## src/rtl/mux_arb_pkg.sv

```systemverilog
// Shared types and constants for the mux_4to1 select arbiter.
package mux_arb_pkg;

    localparam int N_REQ = 4;
    localparam int SEL_W = 2;

    typedef enum logic [0:0] {
        IDLE = 1'b0,
        BUSY = 1'b1
    } arb_state_t;

    function automatic logic [N_REQ-1:0] onehot_sel(input logic [SEL_W-1:0] idx);
        return 4'b0001 << idx;
    endfunction

endpackage

```

## src/rtl/rr_pick4.sv

```systemverilog
// Combinational round-robin picker: first set req bit searching from ptr upward, mod 4.
module rr_pick4
    import mux_arb_pkg::*;
(
    input  logic [N_REQ-1:0] req,
    input  logic [SEL_W-1:0] ptr,
    output logic             any,
    output logic [SEL_W-1:0] idx
);

    logic [SEL_W-1:0] cand_s;

    // Scan from the farthest offset down so the nearest requester to ptr wins.
    always_comb begin
        any    = |req;
        idx    = ptr;
        cand_s = ptr;
        for (int i = N_REQ - 1; i >= 0; i--) begin
            cand_s = ptr + i[SEL_W-1:0];
            if (req[cand_s]) begin
                idx = cand_s;
            end else begin
                idx = idx;
            end
        end
    end

endmodule

```

## src/rtl/mux_sel_arbiter.sv

```systemverilog
// Round-robin owner of the mux_4to1 select; optional hold timeout under MUX_ARB_TIMEOUT_EN.
module mux_sel_arbiter
    import mux_arb_pkg::*;
#(
    parameter int MAX_HOLD = 15,
    parameter int CW       = 4
) (
    input  logic             clk,
    input  logic             rst,
    input  logic [N_REQ-1:0] req,
    input  logic             done,
    output logic [SEL_W-1:0] s,
    output logic [N_REQ-1:0] gnt,
    output logic             busy,
    output logic             timeout
);

    if (MAX_HOLD < 1 || MAX_HOLD > 15 || (64'd1 << CW) <= 64'(MAX_HOLD)) begin : g_bad_cfg
        $error("mux_sel_arbiter: MAX_HOLD/CW out of range");
    end

    arb_state_t       state_r, state_nx_s;
    logic [SEL_W-1:0] ptr_r, ptr_nx_s, s_nx_s, pick_idx_s;
    logic [N_REQ-1:0] gnt_nx_s;
    logic             pick_any_s, expire_s, release_s, grant_s, timeout_nx_s;

    rr_pick4 u_pick (
        .req (req),
        .ptr (ptr_r),
        .any (pick_any_s),
        .idx (pick_idx_s)
    );

`ifdef MUX_ARB_TIMEOUT_EN
    logic [CW-1:0] cnt_r;

    // Counter holds the number of completed BUSY cycles; the MAX_HOLD-th edge forces release.
    assign expire_s = (cnt_r == CW'(MAX_HOLD - 1));

    // Hold counter restarts on every grant.
    always_ff @(posedge clk or posedge rst) begin
        if (rst) begin
            cnt_r <= '0;
        end else if (grant_s) begin
            cnt_r <= '0;
        end else if (state_r == BUSY) begin
            cnt_r <= cnt_r + CW'(1);
        end else begin
            cnt_r <= '0;
        end
    end
`else
    assign expire_s = 1'b0;
`endif

    assign release_s = (state_r == BUSY) && (done || !req[s] || expire_s);
    assign grant_s   = pick_any_s && ((state_r == IDLE) || release_s);

    // Next-state logic.
    always_comb begin
        state_nx_s = state_r;
        case (state_r)
            IDLE: begin
                if (pick_any_s) state_nx_s = BUSY;
                else            state_nx_s = IDLE;
            end
            BUSY: begin
                if (release_s && !pick_any_s) state_nx_s = IDLE;
                else                          state_nx_s = BUSY;
            end
            default: state_nx_s = IDLE;
        endcase
    end

    // Next values of the registered outputs and the priority pointer.
    always_comb begin
        gnt_nx_s     = gnt;
        s_nx_s       = s;
        ptr_nx_s     = ptr_r;
        timeout_nx_s = (state_r == BUSY) && expire_s && !done && req[s];
        if (grant_s) begin
            gnt_nx_s = onehot_sel(pick_idx_s);
            s_nx_s   = pick_idx_s;
            ptr_nx_s = pick_idx_s + 2'd1;
        end else if (state_nx_s == IDLE) begin
            gnt_nx_s = 4'b0000;
        end else begin
            gnt_nx_s = gnt;
        end
    end

    // State, pointer and output registers.
    always_ff @(posedge clk or posedge rst) begin
        if (rst) begin
            state_r <= IDLE;
            ptr_r   <= 2'd0;
            s       <= 2'd0;
            gnt     <= 4'b0000;
            busy    <= 1'b0;
            timeout <= 1'b0;
        end else begin
            state_r <= state_nx_s;
            ptr_r   <= ptr_nx_s;
            s       <= s_nx_s;
            gnt     <= gnt_nx_s;
            busy    <= (state_nx_s == BUSY);
            timeout <= timeout_nx_s;
        end
    end

endmodule

```

## config.mk

```make
export PLATFORM = sky130hd
export DESIGN_NAME = mux_sel_arbiter
export DESIGN_NICKNAME = d
export VERILOG_FILES = /design/src/rtl/mux_arb_pkg.sv /design/src/rtl/rr_pick4.sv /design/src/rtl/mux_sel_arbiter.sv
export SDC_FILE = /design/constraint.sdc
export NUM_CORES = 1
export LEC_CHECK = 0
export CORE_AREA = 2 2 39 41
export DETAILED_ROUTE_END_ITERATION = 8
export DIE_AREA = 0 0 41 43
export GPL_TIMING_DRIVEN = 0
export PLACE_DENSITY = 0.65
export SLEW_MARGIN = 25
export SYNTH_ARGS = -nofsm -noshare
export SYNTH_HDL_FRONTEND = slang
export SYNTH_SLANG_ARGS = --single-unit
```

## constraint.sdc

```tcl
create_clock -name clk -period 3.4 [get_ports clk]
set_input_delay 0.34 -clock clk [delete_from_list [all_inputs] [get_ports clk]]
set_output_delay 0.34 -clock clk [all_outputs]
set_load 0.03 [all_outputs]
```

* After elaboration in Yosys (flattened, before gate mapping)
Index checks and enable logic that the tools add are counted.
Operators by class: order comparisons 5, multiplexer cells 19, shifts and indexed selects 1, add/subtract/negate cells 4, bitwise logic cells 1, reduce and logical (&&, ||, !) cells 8, equal/unequal tests 1
Operators by type and width (number):
- $lt 2x3->1 const B | 5
- $bmux 1 s2 | 5
- $mux 2 | 4
- $mux 4 | 2
- $mux 1 | 7
- $add 2x1->2 const B | 2
- $add 2x2->2 const B | 2
- $reduce_or 4->1 | 1
- $shl 1x2->4 const A | 1
- $logic_and 1x1->1 | 3
- $logic_not 1->1 | 2
- $logic_or 1x1->1 | 2
- $ne 2x1->1 const B | 1
- $pmux 1 s2 | 1
- $not 1->1 | 1
Word-level totals: bits in registers 9, word-level logic and storage cells 43

* Logic depth before layout (Yosys ltp)
depth after elaboration 10, depth in mapped cells 6, depth with buffers taken out 5

* Hierarchy
Synthesis repeated with hierarchy kept, for this count alone.
Unflattened totals: cells, all modules 59, area, all modules 596.8 µm²
Modules (own cells, without submodules):
- mux_sel_arbiter | area each 496.7 µm², cells an instance 43, instances 1
- rr_pick4 | area each 100.1 µm², cells an instance 16, instances 1

* Worst setup path before layout
No wires, ideal clock.
path type reg2reg, start point register s[0], end point register ptr_r[0], buffers on the path 1, arrival time 1.551 ns, setup slack 1.730 ns, stages on the path, launching flop included 7, clock period less this slack 1.670 ns, required time 3.281 ns, setup time 0.119 ns, cells stage by stage dfrtp_1 mux2i_1 a21oi_1 o21a_1 buf_6 or3_1 o21a_1
On the way: word-level cells in the longest chain between the ends 7
RTL lines:
- start: declaration | line mux_sel_arbiter.sv:12 | output logic [SEL_W-1:0] s,
- start signal: assignment | line mux_sel_arbiter.sv:104 | s <= s_nx_s;
- $bmux 1 s2
- $mux 1 (not written as such) | line mux_sel_arbiter.sv:56 | assign release_s = (state_r == BUSY) && (done || !req[s] || expire_s);
- $logic_not 1->1 | line mux_sel_arbiter.sv:56
- $logic_or 1x1->1 | line mux_sel_arbiter.sv:56
- $logic_and 1x1->1 | line mux_sel_arbiter.sv:56
- $logic_or 1x1->1 | line mux_sel_arbiter.sv:57 | assign grant_s = pick_any_s && ((state_r == IDLE) || release_s);
- $logic_and 1x1->1 | line mux_sel_arbiter.sv:57
- end signal: assignment | line mux_sel_arbiter.sv:103 | ptr_r <= ptr_nx_s;
- end: declaration | line mux_sel_arbiter.sv:23 | logic [SEL_W-1:0] ptr_r, ptr_nx_s, s_nx_s, pick_idx_s;
No other way between the ends. The select of a mux whose other input is x is not followed. A chain may end at the register's enable or synchronous reset.

* Worst setup path after layout
start point input req[0], end point register ptr_r[1]
On the way: word-level cells in the longest chain between the ends 7, elaborated cells between the ends (all ways) 21, classes of those cells 1 x add/sub; 14 x mux; 6 x reduce/logical
RTL lines:
- start: declaration | line mux_sel_arbiter.sv:10 | input logic [N_REQ-1:0] req,
- $bmux 1 s2 (on tied branches)
- $mux 1 (on tied branches) | line rr_pick4.sv:20, mux_sel_arbiter.sv:56
- $mux 2 / $logic_not 1->1 (equally long branches) | line rr_pick4.sv:20, mux_sel_arbiter.sv:56
- $mux 2 / $logic_or 1x1->1 (equally long branches) | line rr_pick4.sv:20, mux_sel_arbiter.sv:56
- $mux 2 / $logic_and 1x1->1 (equally long branches) | line rr_pick4.sv:20, mux_sel_arbiter.sv:56
- $mux 2 / $logic_or 1x1->1 (equally long branches) | line rr_pick4.sv:20, mux_sel_arbiter.sv:57
- $add 2x1->2 / $logic_and 1x1->1 (equally long branches) | line mux_sel_arbiter.sv:84, mux_sel_arbiter.sv:57
Parallel ways exist; a longest one is shown, timed or not. The select of a mux whose other input is x is not followed.

==> qor.csv <==
metric,value,unit
antenna violations before repair,0,
Max H-tree Level,1,
first drt pass iteration count,4,
vias per inst,4.94,
die area,0.00176,sq mm
Mapped Avg Cell Area,9.64,sq um
"EDFF count, synth",0,
GRT Residual Overflow,0,
Die Y,43,um
n_diodes,0,
post-route ant nets,0,
CP Cell Sequence,"clkdlybuf4s50_1, nor2_1, a22o_1, o32a_4, xnor2_1, mux2_1",
fraction of layout instances using a drive strength above 1,12.7,%
Worst Setup Path Type,input port to flop,
largest net degree at the start of global routing,11,
Leak,0.295,nW
CP arrival,2.01,ns
setup TNS,0,ns
crit path capture type,flop,
Routed Wire Length,981,um
Netlist cell types,25,
CP Max Fanout,6,
Final period util,54.9,%
Fin. Hold Viols,0,
post-synthesis net count,61,
vias in the first global route,377,
fillers,142,
Place WS,1.28,ns
PwrDens,813,mW/mm^2
total power,567,uW
Post-CTS Hold Buffers,0,
Max VDD drop,0.378,mV
starting density of the core,37.6,%
chip width,41,um
RSZ-0062 raised after global routing,false,
commonest cells in the netlist,"dfrtp_1, nor2_1, nand2_1",
Total GRT Usage,13.8,%
cell taking the most area after synthesis,dfrtp_1,
RePlAce Congestion,0.792,
Mapped Cells,54,
CTS buffer count,3,
Hold WC Path Type,input port to asynchronous set/reset pin,
Root Driver,clkbuf_4,
vias,430,
clk sink count,9,
Max Root-Sink Buffers,2,
endpoints failing setup,0,
TritonCTS clock tree,built,
CTS resizes,0,
"Top FF cell, synth",dfrtp_1,
GR peak layer,met2,
yosys warns,0,
Worst path top cell family by delay,buffers and inverters,
crit-path max cell delay,0.59,ns
Area Overhead vs Synth,33.9,%
"count leader, synth",dfrtp_1,
Layout Nets,79,
number of synthesized register bits,9,
postcts setup bufs,0,
"Cell Area, Synth",520,sq um
ys async rst share,100,%
dpl hpwl,726,um
clock slew at reported path FFs,0.06,ns
CP max-delay cell,clkdlybuf4s50_1,
routed len/inst,11.3,um
core area,0.00138,sq mm
row count,14,
Crit path required time,3.54,ns
"Slew Viols, Final",0,
fin area,697,sq um
first-pass GRT wire length,1.58,mm
I/O pin cnt,15,
FMAX,535,MHz
met2 Track Usage GR,19.1,%
# port buffers,13,
M1 GR Usage,16.9,%
Synth area leaders,"dfrtp_1, nor2_1, o32a_4",
Post-Place Cell Area,671,sq um
worst path bufs/invs,1,
Post-Place Cells,83,
Initial DRC Count,5,
startpoint types,input port,
"Clk Latency, worst-skew pair",0.26,ns
slew margin rel.,60.9,%
Clock Skews,0.00291,ns
grt met3 use,7.85,%
Final Critical Period,1.87,ns
Slew @ Worst Pin,0.582,ns
top cell type's share of synthesized area,43.3,%
post-synthesis sequential area ratio,43.3,%
DRC violations left,0,
status,"complete, no violations",
Final WS setup,1.53,ns
non-filler instance count after layout,87,
Max Cap Viol,0,
worst register-to-register path, cell delays in order, from the launching register on:
cell	delay [ns]
dfrtp_1	0.46
nor2_1	0.08
a22o_1	0.19
o32a_4	0.34
xnor2_1	0.13
mux2_1	0.29
placed cells by master (no fill, tap or decap), types with 3 or more instances in the layout:
cell type | synthesis | routed
dfrtp_1 | 9 | 9
a21oi_1 | 3 | 3
nor2b_1 | 3 | 3
nor2_1 | 7 | 7
clkdlybuf4s50_1 | 0 | 13
clkbuf_4 | 0 | 3
o21ai_1 | 3 | 3
nand2_1 | 4 | 4
inv_1 | 3 | 3
cells by family (layout without fill, tap and decap cells):
group,Yosys count,in the layout,synth area share [%]
muxes,2,2,4.09
AOI/OAI and AO/OA,17,17,25.7
and+or+nand+nor,19,19,18.8
xor gates and xnor gates,1,1,1.68
buffers and inverters,5,22,5.77
DFF,9,9,43.3
other,1,1,0.720
flip-flops by register name, indices dropped and copies added, names as in the netlist:
register	count
busy	1
s	2
gnt	4
ptr_r	2
final timing paths:
check	endpoint	from	slack, ns	cells past startpoint
worst max-delay path	ptr_r[1]	req[0]	1.53	6
worst min-delay path	gnt[0]	rst	0.33	2
worst max register to register	ptr_r[1]	ptr_r[1]	1.79	5
worst min register to register	gnt[0]	gnt[0]	0.48	2
max in group asynchronous	ptr_r[1]	rst	2.82	2
min in group clk	gnt[0]	gnt[0]	0.48	2
through the flow:
step,util (%),hold slack [ns]
after floorplan,-,0.168
after global placement,48.5,0.466
after detailed placement,48.5,0.478
after CTS,50.4,0.342
after global routing,50.4,0.364
final,50.4,0.333
final cells by class:
cell class	count	area [sq um]	area share [%]
Inverter	3	11.3	1.62
Clock buffer	4	26.3	3.77
Tap cell	16	20.0	2.87
Sequential cell	9	225	32.3
Buffer	2	18.8	2.69
Multi-Input combinational cell	40	265	38.1
Timing Repair Buffer	13	130	18.7
power breakdown:
group | switching (mW) | internal [mW]
logic | 0.154 | 0.141
registers | 0.0391 | 0.150
clock network | 0.0367 | 0.0452
total | 0.230 | 0.336
layer usage:
metal / up-vias / wire length (um)
met1: 194 / 475
li1: 223 / -
met4: 0 / 9
met3: 2 / 56
met5: - / 0
met2: 11 / 440
Note: power is estimated with default switching activity, not from simulation.
